## config.mk

```make
export PLATFORM = sky130hd
export DESIGN_NAME = mult_shift_add
export DESIGN_NICKNAME = d
export VERILOG_FILES = /design/src/rtl/mult_shift_add_pkg.sv /design/src/rtl/mult_shift_add_datapath.sv /design/src/rtl/mult_shift_add.sv
export SDC_FILE = /design/constraint.sdc
export NUM_CORES = 1
export LEC_CHECK = 0
export ABC_AREA = 1
export ABC_CLOCK_PERIOD_IN_PS = 5400
export CAP_MARGIN = 20
export CORE_MARGIN = 1
export CORE_UTILIZATION = 56
export CTS_CLUSTER_SIZE = 8
export DETAILED_ROUTE_END_ITERATION = 6
export PLACE_DENSITY = 0.87
export SETUP_SLACK_MARGIN = 0.3
export SLEW_MARGIN = 20
export SYNTH_ARGS = -nofsm -noshare
export SYNTH_HDL_FRONTEND = slang
export SYNTH_SLANG_ARGS = --single-unit
```

## constraint.sdc

```tcl
create_clock -name clock -period 5.4 [get_ports clock]
set_input_delay 1.08 -clock clock [delete_from_list [all_inputs] [get_ports clock]]
set_output_delay 1.08 -clock clock [all_outputs]
set_load 0.03 [all_outputs]
```

## src/rtl/mult_shift_add_pkg.sv

```systemverilog
// mult_shift_add_pkg: controller state encoding shared by the multiplier files
package mult_shift_add_pkg;
  typedef enum logic [1:0] {
    ST_IDLE = 2'd0,
    ST_CALC = 2'd1,
    ST_DONE = 2'd2
  } state_e;
endpackage

```

## src/rtl/mult_shift_add_datapath.sv

```systemverilog
// mult_datapath: multiplicand/accumulator registers, ripple adder and right shift
module mult_datapath #(
  parameter int N = 4
) (
  input  logic           clock,
  input  logic           reset_n,
  input  logic           load,
  input  logic           step,
  input  logic [N-1:0]   a,
  input  logic [N-1:0]   b,
  output logic [2*N-1:0] acc_shift
);
  logic [N-1:0] mcand_q, mcand_d, hi_q, hi_d, lo_q, lo_d, addend, sum;
  logic [N:0]   c;
  assign addend = lo_q[0] ? mcand_q : '0;
  assign c[0]   = 1'b0;
  for (genvar i = 0; i < N; i++) begin : g_rca
    assign sum[i]   = hi_q[i] ^ addend[i] ^ c[i];
    assign c[i+1]   = (hi_q[i] & addend[i]) | (c[i] & (hi_q[i] ^ addend[i]));
  end
  // carry-out becomes the new MSB; without it (2^N-1)^2 comes out wrong
  assign acc_shift = {c[N], sum, lo_q[N-1:1]};
  always_comb begin
    mcand_d = load ? a : mcand_q;
    hi_d    = load ? '0 : step ? acc_shift[2*N-1:N] : hi_q;
    lo_d    = load ? b : step ? acc_shift[N-1:0] : lo_q;
  end
  always_ff @(posedge clock or negedge reset_n) begin
    if (!reset_n) begin
      mcand_q <= '0;
      hi_q    <= '0;
      lo_q    <= '0;
    end else begin
      mcand_q <= mcand_d;
      hi_q    <= hi_d;
      lo_q    <= lo_d;
    end
  end
endmodule

```

## src/rtl/mult_shift_add.sv

```systemverilog
// mult_shift_add: sequential unsigned NxN shift-and-add multiplier with start/done handshake
module mult_shift_add
  import mult_shift_add_pkg::*;
#(
  parameter int N = 4
) (
  input  logic           clock,
  input  logic           reset_n,
  input  logic           start,
  input  logic [N-1:0]   a,
  input  logic [N-1:0]   b,
  output logic           busy,
  output logic           done,
  output logic [2*N-1:0] p
);
  localparam int CW = $clog2(N) + 1;
  state_e          state_q, state_d;
  logic [CW-1:0]   count_q, count_d;
  logic [2*N-1:0]  p_q, p_d, acc_shift;
  logic            load, step, last;
  mult_datapath #(.N(N)) u_dp (
    .clock     (clock),
    .reset_n   (reset_n),
    .load      (load),
    .step      (step),
    .a         (a),
    .b         (b),
    .acc_shift (acc_shift)
  );
  // DONE and the unused encoding both fall back to IDLE
  always_comb begin
    load    = (state_q == ST_IDLE) && start;
    step    = (state_q == ST_CALC);
    last    = step && (count_q == CW'(N - 1));
    state_d = load ? ST_CALC : step ? (last ? ST_DONE : ST_CALC) : ST_IDLE;
    count_d = load ? '0 : step ? count_q + CW'(1) : count_q;
    p_d     = last ? acc_shift : p_q;
  end
  always_ff @(posedge clock or negedge reset_n) begin
    if (!reset_n) begin
      state_q <= ST_IDLE;
      count_q <= '0;
      p_q     <= '0;
    end else begin
      state_q <= state_d;
      count_q <= count_d;
      p_q     <= p_d;
    end
  end
  assign busy = (state_q == ST_CALC) || (state_q == ST_DONE);
  assign done = (state_q == ST_DONE);
  assign p    = p_q;
endmodule
```

# Word level (Yosys, flattened, before mapping)
# Index checks and enable logic that the tools add are counted.
# totals
output_inout_bits	10
word_cells	42
register_bits	25
# op_classes
eq_ne	3
reduce_logical	5
add_sub_neg	1
mux	10
n_bitwise	17
# op_table
op	count
$mux W4	5
$and A1 B1 Y1	7
$xor A1 B1 Y1	7
$mux W2	3
$mux W3	2
$add A3 B1 Y3 const B	1
$eq A3 B2 Y1 const B	1
$or A1 B1 Y1	3
$eq A2 B1 Y1 const B	1
$eq A2 B2 Y1 const B	1
$logic_and A1 B1 Y1	2
$logic_not A2 Y1	1
$reduce_bool A2 Y1	1
$logic_or A1 B1 Y1	1

# Logic depth before layout (Yosys ltp)
# Gate-level depths: netlist (run 1).
# depth
depth_word	10
ltp_mapped	10
depth_no_buf	10

# Modules after synthesis
# Synthesis (run 1) repeated with hierarchy kept, for this count alone.
# hier_totals
cells_unflattened	136
area_unflattened_um2	1222.4
# by_module_without_submodules
module	seq_area_each_um2	area_per_inst_um2	instances	cells_per_inst
mult_datapath	300.3	629.4	1	72
mult_shift_add	325.3	593.1	1	64

# Worst setup path after synthesis (run 1)
# No wires, ideal clock.
# synth_timing
path_kind	register -> register
startpoint	reg u_dp.lo_q[0]
endpoint	reg u_dp.hi_q[2]
path_buffers	0
stages_incl_launch_ff	11
slack_ps	3429
t_arrival_ps	1898
period_less_slack_ps	1971
required_ps	5327
setup_ps	73
cell_sequence	dfrtp_1 nand2_1 inv_1 ha_1 fa_1 inv_1 fa_1 fa_1 nand2_1 nand2_2 a21oi_2
# synth_via
elab_chain_len	9
# synth_lines
item	line_no	text
from (decl)	mult_shift_add_datapath.sv:13	logic [N-1:0] mcand_q, mcand_d, hi_q, hi_d, lo_q, lo_d, addend, sum;
from (signal assigned)	mult_shift_add_datapath.sv:36	lo_q <= lo_d;
$mux W4 (*)	mult_shift_add_datapath.sv:15	assign addend = lo_q[0] ? mcand_q : '0;
$and A1 B1 Y1 / $xor A1 B1 Y1 (equally long branches)	mult_shift_add_datapath.sv:19	assign c[i+1] = (hi_q[i] & addend[i]) | (c[i] & (hi_q[i] ^ addend[i]));
$and A1 B1 Y1	mult_shift_add_datapath.sv:19	
$or A1 B1 Y1	mult_shift_add_datapath.sv:19	
$and A1 B1 Y1	mult_shift_add_datapath.sv:19	
$or A1 B1 Y1	mult_shift_add_datapath.sv:19	
$xor A1 B1 Y1 (*)	mult_shift_add_datapath.sv:18	assign sum[i] = hi_q[i] ^ addend[i] ^ c[i];
$mux W4 (*) (2 in series)	mult_shift_add_datapath.sv:25	hi_d = load ? '0 : step ? acc_shift[2*N-1:N] : hi_q;
to (signal assigned)	mult_shift_add_datapath.sv:35	hi_q <= hi_d;
to (decl)	mult_shift_add_datapath.sv:13	
# Mark *: on every way between the ends. The rest lies on a longest branch, timed or not. The select of a mux whose other input is x is not followed.
# A chain may end at the register's enable or synchronous reset.

# Worst setup path after layout (run 1)
# layout_timing
startpoint	reg state_q[0]
endpoint	out busy
# layout_via
elab_chain_len	2
# layout_lines
item	line_no	text
from (decl)	mult_shift_add.sv:17	state_e state_q, state_d;
from (signal assigned)	mult_shift_add.sv:45	state_q <= state_d;
$eq A2 B1 Y1 / $eq A2 B2 Y1 (equally long branches)	mult_shift_add.sv:50	assign busy = (state_q == ST_CALC) || (state_q == ST_DONE);
$logic_or A1 B1 Y1 (*)	mult_shift_add.sv:50	
to (decl)	mult_shift_add.sv:12	output logic busy,
# Mark *: on every way between the ends. The rest lies on a longest branch, timed or not.

==> results of run 1 <==
[how the worst max path moves through the flow]
stage	start	end	slack [ns]	depth (start not counted)
final	state_q[0]	busy	2.64	3
after global routing	state_q[0]	busy	2.59	3
after CTS	state_q[0]	busy	2.64	3
after detailed placement	reset_n	count_q[1]	2.99	1
after global placement	reset_n	count_q[0]	3.01	1
after floorplan	u_dp.lo_q[0]	u_dp.hi_q[2]	3.43	10
[kinds of logic (layout without fill, tap and decap cells)]
group	after synthesis	after routing
adder cells (fa/ha/maj)	9	9
buffers and inverters	20	37
AO/OA/AOI/OAI	10	10
flip-flops	25	25
AND/OR/NAND/NOR	78	78
[critical path, stage by stage (launching register included)]
cell	delay (ns)
dfrtp_1	0.38
inv_1	0.06
ha_1	0.27
clkdlybuf4s50_1	0.66
[layout make-up]
cell class	instances	area [µm²]	share of cell area [%]
multi-input cells	97	571	38.0
clock buffers	3	22.5	1.50
clock inverters	1	5.00	0.333
repair buffers	20	195	13.0
inverters	13	48.8	3.25
flip-flops and latches	25	626	41.6
well taps	28	35.0	2.33
[per-layer routing]
layer	GRT usage, %	vias to the layer above	routed length (µm)
met2	32.0	28	1040
met3	3.33	4	104
li1	-	472	-
met1	27.4	445	971
met5	0	-	0
met4	8.33	0	22
[layout by cell type, fill, tap and decap left out]
cell type	n
a21oi_2	4
buf_2	1
clkbuf_4	3
clkdlybuf4s50_1	19
clkinv_2	1
dfrtp_1	25
fa_1	3
ha_1	6
inv_1	12
inv_2	1
nand2_1	43
nand2_2	9
nand2_4	1
nand3_1	17
nor2_1	5
nor2_2	3
o21ai_0	1
o21ai_2	5
[metrics by stage]
stage	util [%]	worst slack, ns	hold slack, ns	cells	total power, mW
final	67.9	2.64	0.486	187	0.947
after global routing	67.9	2.59	0.510	187	1.03
after detailed placement	66.9	2.99	0.458	183	0.868
after global placement	66.9	3.01	0.453	183	0.845
after floorplan	-	3.43	0.442	142	0.769
after CTS	68.2	2.64	0.489	187	0.955
[sequential cells by signal, summed over array words and instances (netlist names)]
signal / count
p: 8
u_dp.hi_q: 4
u_dp.lo_q: 4
u_dp.mcand_q: 4
count_q: 3
state_q: 2
[power breakdown]
part	leakage (nW)	internal, mW	switching, mW
sequential	0.310	0.276	0.0539
clock	0.0177	0.0277	0.0552
combinational	0.442	0.206	0.328
total	0.770	0.510	0.437
==> flow_summary.json, run 1 <==
{
  "crit_path_max_fanout": 2,
  "yosys-top-cells-count": "nand2_1 (43), dfrtp_1 (25), nand3_1 (17)",
  "synth_fp_nets": 162,
  "post_drt_via_cell_ratio": 5.07,
  "area_growth_pct": 13.5,
  "setup_viol": 0,
  "core-area_mm2": 0.00221,
  "end_kind": "primary output",
  "clockBufferDepth": 2,
  "start_util_pct": 59.8,
  "worst-setup-path-type": "reg2out",
  "ant_nets": 0,
  "grt_overflow": 0,
  "r2r_slack_ns": 3.21,
  "grt_max_degree": 26,
  "clkTransAtPathRegs_ns": 0.13,
  "cts_resized": 0,
  "vias": 949,
  "synthXorXnorAreaFrac_pct": 0,
  "h-tree-depth": 1,
  "yosys.area_share.simple_pct": 26.6,
  "power.leakage_nw": 0.770,
  "drive_above_1_share_pct": 17.6,
  "synth_warnings": 0,
  "remaining_drc_errors": 0,
  "synth_edf_count": 0,
  "place_area_mm2": 0.00148,
  "skew_ns": 0.00766,
  "num_rows": 17,
  "routed_wl_um": 2140,
  "drt-initial-drc-count": 21,
  "nFillCells": 180,
  "min_period_over_period_pct": 51.1,
  "hp-start": "p[1]",
  "drt-pass1-iter-count": 4,
  "io_buffers": 20,
  "yosysTopAreaCellShare_pct": 47.3,
  "avgSynthCellArea_um2": 9.32,
  "grt_first_pass_wirelength_um": 3870,
  "synth_compound_gate_area_share_pct": 6.33,
  "final_net_count": 180,
  "synthCells": 142,
  "avgRoutedWirePerCell_um": 11.4,
  "boundaryPins": 21,
  "yosys.cell_count.top_type": "nand2_1",
  "final_area_mm2": 0.00150,
  "hold_viol_final": 0,
  "clock-root-buffer": "clkbuf_4",
  "cts_setup_buffers": 0,
  "synth-seq-cells": 25,
  "synth-seq-area-share_pct": 47.3,
  "synth_top_family_by_area": "simple AND/OR/NAND/NOR gates",
  "crit_required_ns": 4.32,
  "vdd_drop_max_mv": 0.342,
  "dieArea_mm2": 0.00256,
  "status": "finished, final reports clean",
  "synthAdderAreaFrac_pct": 10.2,
  "cts_made_buffers": 3,
  "hold-path-endpoint": "p[1]",
  "maxCapViolations": 0,
  "async_flop_share_pct": 100,
  "synth_cell_type_count": 17,
  "power.density_mw_per_mm2": 630,
  "synth_area_leaders": "dfrtp_1 (47%), nand2_1 (12%), nand3_1 (6.4%)",
  "die_x_um": 50.6,
  "grt_pass1_vias": 906,
  "antenna_found_initial": 0,
  "reg2reg_to": "u_dp.hi_q[2]",
  "cts.sinks": 25,
  "tightestPinTransition_ns": 0.760,
  "fmax_mhz": 363,
  "cts_tree": "yes",
  "synth_ff_type": "dfrtp_1",
  "syn_area_mm2": 0.00132,
  "antenna_cells": 0,
  "slew_viol_final": 0,
  "gp_congestion": 0.751,
  "dpl.hpwl_um": 1550,
  "finalCriticalPeriod_ns": 2.76,
  "worst_ep_arrival_time_ns": 1.68,
  "setup.worst_path.start_class": "register",
  "hold_path_depth": 2,
  "die_y_um": 50.6,
  "rsz0062_at_grt": "no",
  "slew_headroom_pct": 49.3,
  "fin_setup_tns_ns": 0,
  "r2r_start": "u_dp.lo_q[0]",
  "cts_hold_buf": 0,
  "min_path_type": "reg2reg",
  "synth.largest_area_cell": "dfrtp_1",
  "yosys-mux-area-fraction_pct": 0,
  "worstSkewPairLatency_ns": 0.32,
  "r2r_cells": 10,
  "grt_usage_pct": 20.2
}
Power figures use the tool's default switching activity.
==> run 2: changes to the inputs <==
--- a/config.mk
+++ b/config.mk
@@ -6,13 +6,13 @@
 export NUM_CORES = 1
 export LEC_CHECK = 0
 export ABC_AREA = 1
-export ABC_CLOCK_PERIOD_IN_PS = 5400
+export ABC_CLOCK_PERIOD_IN_PS = 2900
 export CAP_MARGIN = 20
 export CORE_MARGIN = 1
-export CORE_UTILIZATION = 56
+export CORE_UTILIZATION = 52
 export CTS_CLUSTER_SIZE = 8
 export DETAILED_ROUTE_END_ITERATION = 6
-export PLACE_DENSITY = 0.87
+export PLACE_DENSITY = 0.82
 export SETUP_SLACK_MARGIN = 0.3
 export SLEW_MARGIN = 20
 export SYNTH_ARGS = -nofsm -noshare
==> constraint.sdc (replaced) <==
create_clock -name clock -period 2.9 [get_ports clock]
set_input_delay 0.58 -clock clock [delete_from_list [all_inputs] [get_ports clock]]
set_output_delay 0.58 -clock clock [all_outputs]
set_load 0.03 [all_outputs]
==> run 2 against run 1 <==
Effect of this change:
- sequential cell count is the same
- utilization shrank 1.6 points
- clock power grew 91%
- critical path depth is the same
- combinational power grew 93%
- register-to-register slack lost 2.4 ns
- critical endpoint unchanged
- sequential power grew 85%
- via count grew 3.7%
- design area grew 1.3%
- clock skew grew 0.0047 ns
- die area grew 7.4%
- first-iteration DRC count shrank 4.8%
==> flow_summary.json, run 2 (same netlist as run 1, synthesis figures left out) <==
{
  "min_path_type": "reg2reg",
  "grt_usage_pct": 19.0,
  "area_growth_pct": 15.0,
  "post_drt_via_cell_ratio": 5.21,
  "worstSkewPairLatency_ns": 0.33,
  "hold_viol_final": 0,
  "fin_util_pct": 66.3,
  "slew_viol_final": 0,
  "final_cell_mix": "nand2_1 (43), dfrtp_1 (25), clkdlybuf4s50_1 (20)",
  "crit_required_ns": 2.32,
  "drive_above_1_share_pct": 18.0,
  "fmax_mhz": 437,
  "reg2reg_to": "u_dp.hi_q[2]",
  "crit_path_max_fanout": 2,
  "tightestPinTransition_ns": 0.418,
  "r2r_slack_ns": 0.78,
  "min_period_over_period_pct": 79.0,
  "worst-setup-path-type": "reg2out",
  "cts.sinks": 25,
  "remaining_drc_errors": 0,
  "ant_nets": 0,
  "cts_hold_buf": 0,
  "setup_viol": 0,
  "crit_cells": 3,
  "clock-root-buffer": "clkbuf_4",
  "drt-initial-drc-count": 20,
  "r2r_cells": 10,
  "cts_setup_buffers": 0,
  "gp_congestion": 0.799,
  "status": "finished, final reports clean",
  "vias": 984,
  "setup.worst_path.start_class": "register",
  "skew_ns": 0.0123,
  "num_rows": 17,
  "nFillCells": 192,
  "core-area_mm2": 0.00230,
  "die_x_um": 52.5,
  "finalCriticalPeriod_ns": 2.29,
  "r2r_start": "u_dp.lo_q[0]",
  "die_y_um": 52.5,
  "timing.critical_path.buf_inv": 2,
  "largest_reg_flops": 8,
  "start_util_pct": 57.6,
  "pre_cts_slack_ns": 0.798,
  "rsz0062_at_grt": "no",
  "antenna_found_initial": 0,
  "clockBufferDepth": 2,
  "grt_max_degree": 26,
  "dieArea_mm2": 0.00275,
  "clkTransAtPathRegs_ns": 0.13,
  "h-tree-depth": 1,
  "cts_made_buffers": 3,
  "grt_first_pass_wirelength_um": 3810,
  "power.leakage_nw": 0.780,
  "power.density_mw_per_mm2": 1180,
  "ff_latch_area_um2": 626,
  "endpoint": "busy",
  "fin_setup_tns_ns": 0,
  "grt_overflow": 0,
  "critPathLaunch": "state_q[1]",
  "maxCapViolations": 0,
  "antenna_cells": 0,
  "io_buffers": 20,
  "drt-pass1-iter-count": 4,
  "avgRoutedWirePerCell_um": 12.1,
  "end_kind": "primary output",
  "mostFrequentLayoutCell": "nand2_1",
  "worst_ep_arrival_time_ns": 1.71,
  "cts_tree": "yes",
  "vdd_drop_max_mv": 0.560,
  "max_stage_delay_ns": 0.66,
  "worstPathCellList": "inv_1 -> ha_1 -> clkdlybuf4s50_1",
  "grt_pass1_vias": 924,
  "crit_family": "buffers and inverters",
  "multi_input_area_um2": 571,
  "routed_wl_um": 2290,
  "boundaryPins": 21,
  "worst_slack_ns": 0.610,
  "dpl.hpwl_um": 1740,
  "cts_resized": 0,
  "slowest_stage": "clkdlybuf4s50_1",
  "slew_headroom_pct": 72.0,
  "final_net_count": 182
}
run 2: layer usage:
metal,vias to the layer above,share of wire (%),global-route usage [%]
met5,-,0,0
met4,0,1.3,8.33
met3,2,4.2,2.61
met2,25,49,31.6
met1,478,46,24.5
li1,479,-,-
run 2: area by class of cell:
class / instances / share of cell area [%]
clock buffer: 3 / 1.48
clock inverter: 1 / 0.329
inverter: 13 / 3.20
multi-input combinational: 97 / 37.5
sequential: 25 / 41.1
tap: 28 / 2.30
timing repair buffer: 22 / 14.1
run 2: worst register-to-register path, stage by stage, from the launching register on:
cell	delay, ns
dfrtp_1	0.44
nand2_1	0.08
inv_1	0.04
ha_1	0.19
fa_1	0.37
inv_1	0.07
fa_1	0.18
fa_1	0.45
nand2_1	0.10
nand2_2	0.05
a21oi_2	0.10
run 2: worst min path at each step:
stage / from / slack, ns / endpoint / cells after the start
2_1_floorplan: reset_n / 0.28 / count_q[0] / 0
3_3_place_gp: p[0] / 0.45 / p[0] / 2
3_5_place_dp: p[2] / 0.46 / p[2] / 2
4_1_cts: p[2] / 0.50 / p[2] / 2
5_1_grt: p[3] / 0.52 / p[3] / 2
6_report: p[2] / 0.49 / p[2] / 2
run 2: through the flow:
stage	instance area [µm²]	std cells	power [mW]	hold slack (ns)
floorplan	1320	142	1.43	0.284
global placement	1500	185	1.59	0.453
detailed placement	1500	185	1.65	0.465
CTS	1520	189	1.81	0.496
global route	1520	189	1.94	0.516
finish	1520	189	1.80	0.489
run 2: where the power goes:
part           internal, mW  total (mW)  switching [mW]
sequential            0.514       0.612          0.0982
clock                0.0517       0.158           0.106
combinational         0.400        1.03           0.627
==> run 3: changes to the inputs <==
--- a/config.mk
+++ b/config.mk
@@ -6,13 +6,13 @@
 export NUM_CORES = 1
 export LEC_CHECK = 0
 export ABC_AREA = 1
-export ABC_CLOCK_PERIOD_IN_PS = 2900
+export ABC_CLOCK_PERIOD_IN_PS = 2050
 export CAP_MARGIN = 20
 export CORE_MARGIN = 1
-export CORE_UTILIZATION = 52
+export CORE_UTILIZATION = 47
 export CTS_CLUSTER_SIZE = 8
 export DETAILED_ROUTE_END_ITERATION = 6
-export PLACE_DENSITY = 0.82
+export PLACE_DENSITY = 0.78
 export SETUP_SLACK_MARGIN = 0.3
 export SLEW_MARGIN = 20
 export SYNTH_ARGS = -nofsm -noshare
==> constraint.sdc (replaced) <==
create_clock -name clock -period 2.05 [get_ports clock]
set_input_delay 0.41 -clock clock [delete_from_list [all_inputs] [get_ports clock]]
set_output_delay 0.41 -clock clock [all_outputs]
set_load 0.03 [all_outputs]
==> run 3 against run 2 <==
Effect of this change:
- the run now ends with setup timing left
- worst setup slack worse by 0.67 ns
- global-route usage fell by 0.50 points
- critical path type is now reg2reg
- first-iteration DRC count shrank 55%
- final cell count is 3.2% higher
- via count is 0.10% higher
- wire length increased by 9.7%
- combinational power is 45% higher
- critical path depth up 7
- power grew 43%
- largest cell class unchanged
- clock-buffer cell count is the same
- clock skew shrank 0.010 ns
==> flow_summary.json, run 3 (same netlist as run 1, synthesis figures left out) <==
{
  "status": "complete, but fails checks",
  "violations": "setup timing",
  "die_x_um": 55.1,
  "grt_pass1_vias": 913,
  "drt-initial-drc-count": 9,
  "cts_tree": "yes",
  "antenna_found_initial": 0,
  "drt-pass1-iter-count": 4,
  "grt_usage_pct": 18.5,
  "antenna_cells": 0,
  "critPathLaunch": "u_dp.lo_q[0]",
  "post_drt_via_cell_ratio": 5.05,
  "min_path_type": "in2async",
  "gp_congestion": 0.782,
  "slew_headroom_pct": 68.8,
  "h-tree-depth": 1,
  "end_kind": "register",
  "timing.critical_path.buf_inv": 2,
  "rsz0062_at_grt": "yes",
  "reg2reg_to": "u_dp.hi_q[2]",
  "endpoint": "u_dp.hi_q[2]",
  "r2r_start": "u_dp.lo_q[0]",
  "avgRoutedWirePerCell_um": 12.9,
  "routed_wl_um": 2510,
  "cts_made_buffers": 3,
  "vdd_drop_max_mv": 0.856,
  "worst_slack_ns": -0.0564,
  "worst_ep_arrival_time_ns": 2.32,
  "setup.worst_path.start_class": "register",
  "boundaryPins": 21,
  "crit_required_ns": 2.26,
  "io_buffers": 20,
  "grt_util_met3_pct": 3.01,
  "maxCapViolations": 0,
  "worst-setup-path-type": "reg2reg",
  "cts_hold_buf": 0,
  "grt_first_pass_wirelength_um": 3950,
  "max_stage_delay_ns": 0.54,
  "r2r_slack_ns": -0.06,
  "hold_viol_final": 0,
  "final_net_count": 186,
  "globalRouteMet2Util_pct": 33.1,
  "core-area_mm2": 0.00257,
  "clock-root-buffer": "clkbuf_4",
  "fin_util_pct": 60.1,
  "tightestPinTransition_ns": 0.469,
  "remaining_drc_errors": 0,
  "fmax_mhz": 475,
  "busiest_layer": "met2",
  "finalCriticalPeriod_ns": 2.11,
  "cts.sinks": 25,
  "dpl.hpwl_um": 1770,
  "layoutNonFillerInstCount": 195,
  "drive_above_1_share_pct": 23.6,
  "slew_viol_final": 0,
  "pre_cts_slack_ns": -0.0305,
  "die_y_um": 55.1,
  "grt_max_degree": 26,
  "place_inst": 188,
  "crit_path_max_fanout": 2,
  "use_met1_pct": 22.7,
  "vias": 985,
  "largest_reg_flops": 8,
  "dieArea_mm2": 0.00303,
  "power.leakage_nw": 0.821,
  "clockBufferDepth": 2,
  "setup_viol": 2,
  "crit_cells": 10,
  "slowest_stage": "fa_1",
  "mostFrequentLayoutCell": "nand2_1",
  "start_util_pct": 51.6,
  "grt_overflow": 0,
  "worstPathCellList": "nand2_1 -> inv_1 -> ha_2 -> fa_2 -> inv_2 -> fa_2 -> fa_1 -> nand2_1 -> nand2_2 -> a21oi_2",
  "power.density_mw_per_mm2": 1670,
  "min_period_over_period_pct": 103,
  "crit_family": "adder cells",
  "ant_nets": 0,
  "num_rows": 18,
  "nFillCells": 226,
  "final_cell_mix": "nand2_1 (43), dfrtp_1 (25), nand3_1 (17)",
  "worstSkewPairLatency_ns": 0.31,
  "skew_ns": 0.00219,
  "area_growth_pct": 16.5,
  "clkTransAtPathRegs_ns": 0.14,
  "r2r_cells": 10
}
==> run 3: power by group <==
| part | switching [mW] | total, mW | internal [mW] |
|---|---|---|---|
| Clock | 0.146 | 0.218 | 0.0728 |
| Sequential | 0.143 | 0.870 | 0.726 |
| Combinational | 0.922 | 1.49 | 0.565 |
==> run 3: stage by stage <==
step	setup TNS [ns]	total power [mW]	hold WS (ns)	area (µm²)
floorplan	0	2.04	0.114	1330
global placement	0	2.27	0.454	1510
detailed placement	-0.0305	2.34	0.458	1510
CTS	0	2.56	0.449	1550
global route	-0.229	2.78	0.472	1540
finish	-0.0812	2.58	0.440	1540
==> run 3: worst min-delay path by stage <==
stage                     startpoint           end  slack (ns)  depth (start not counted)
after floorplan              reset_n    count_q[0]        0.11                          0
after detailed placement        p[2]          p[2]        0.46                          2
final                        reset_n  u_dp.lo_q[2]        0.44                          2
after CTS                    reset_n  u_dp.lo_q[2]        0.45                          2
after global placement          p[0]          p[0]        0.45                          2
after global routing         reset_n    state_q[1]        0.47                          2
==> run 3: routing by layer <==
layer | part of all wire (%) | wire length, µm
met1 | 46 | 1160
met3 | 3.2 | 80
met4 | 1.2 | 31
met5 | 0 | 0
met2 | 49 | 1240
==> run 3: what timing repair did <==
item,in CTS,in global routing
gates resized for setup,12,3
endpoints found under the hold margin,0,0
endpoints found under the setup margin,16,8
pin swaps,2,5
setup buffers,3,0
==> run 3: area by class of cell <==
cell class	count	area (µm²)	area share (%)
Sequential cell	25	626	40.6
Multi-Input combinational cell	97	578	37.5
Timing Repair Buffer	26	225	14.6
Inverter	13	48.8	3.16
Tap cell	30	37.5	2.43
Clock buffer	3	22.5	1.46
Clock inverter	1	5.00	0.324
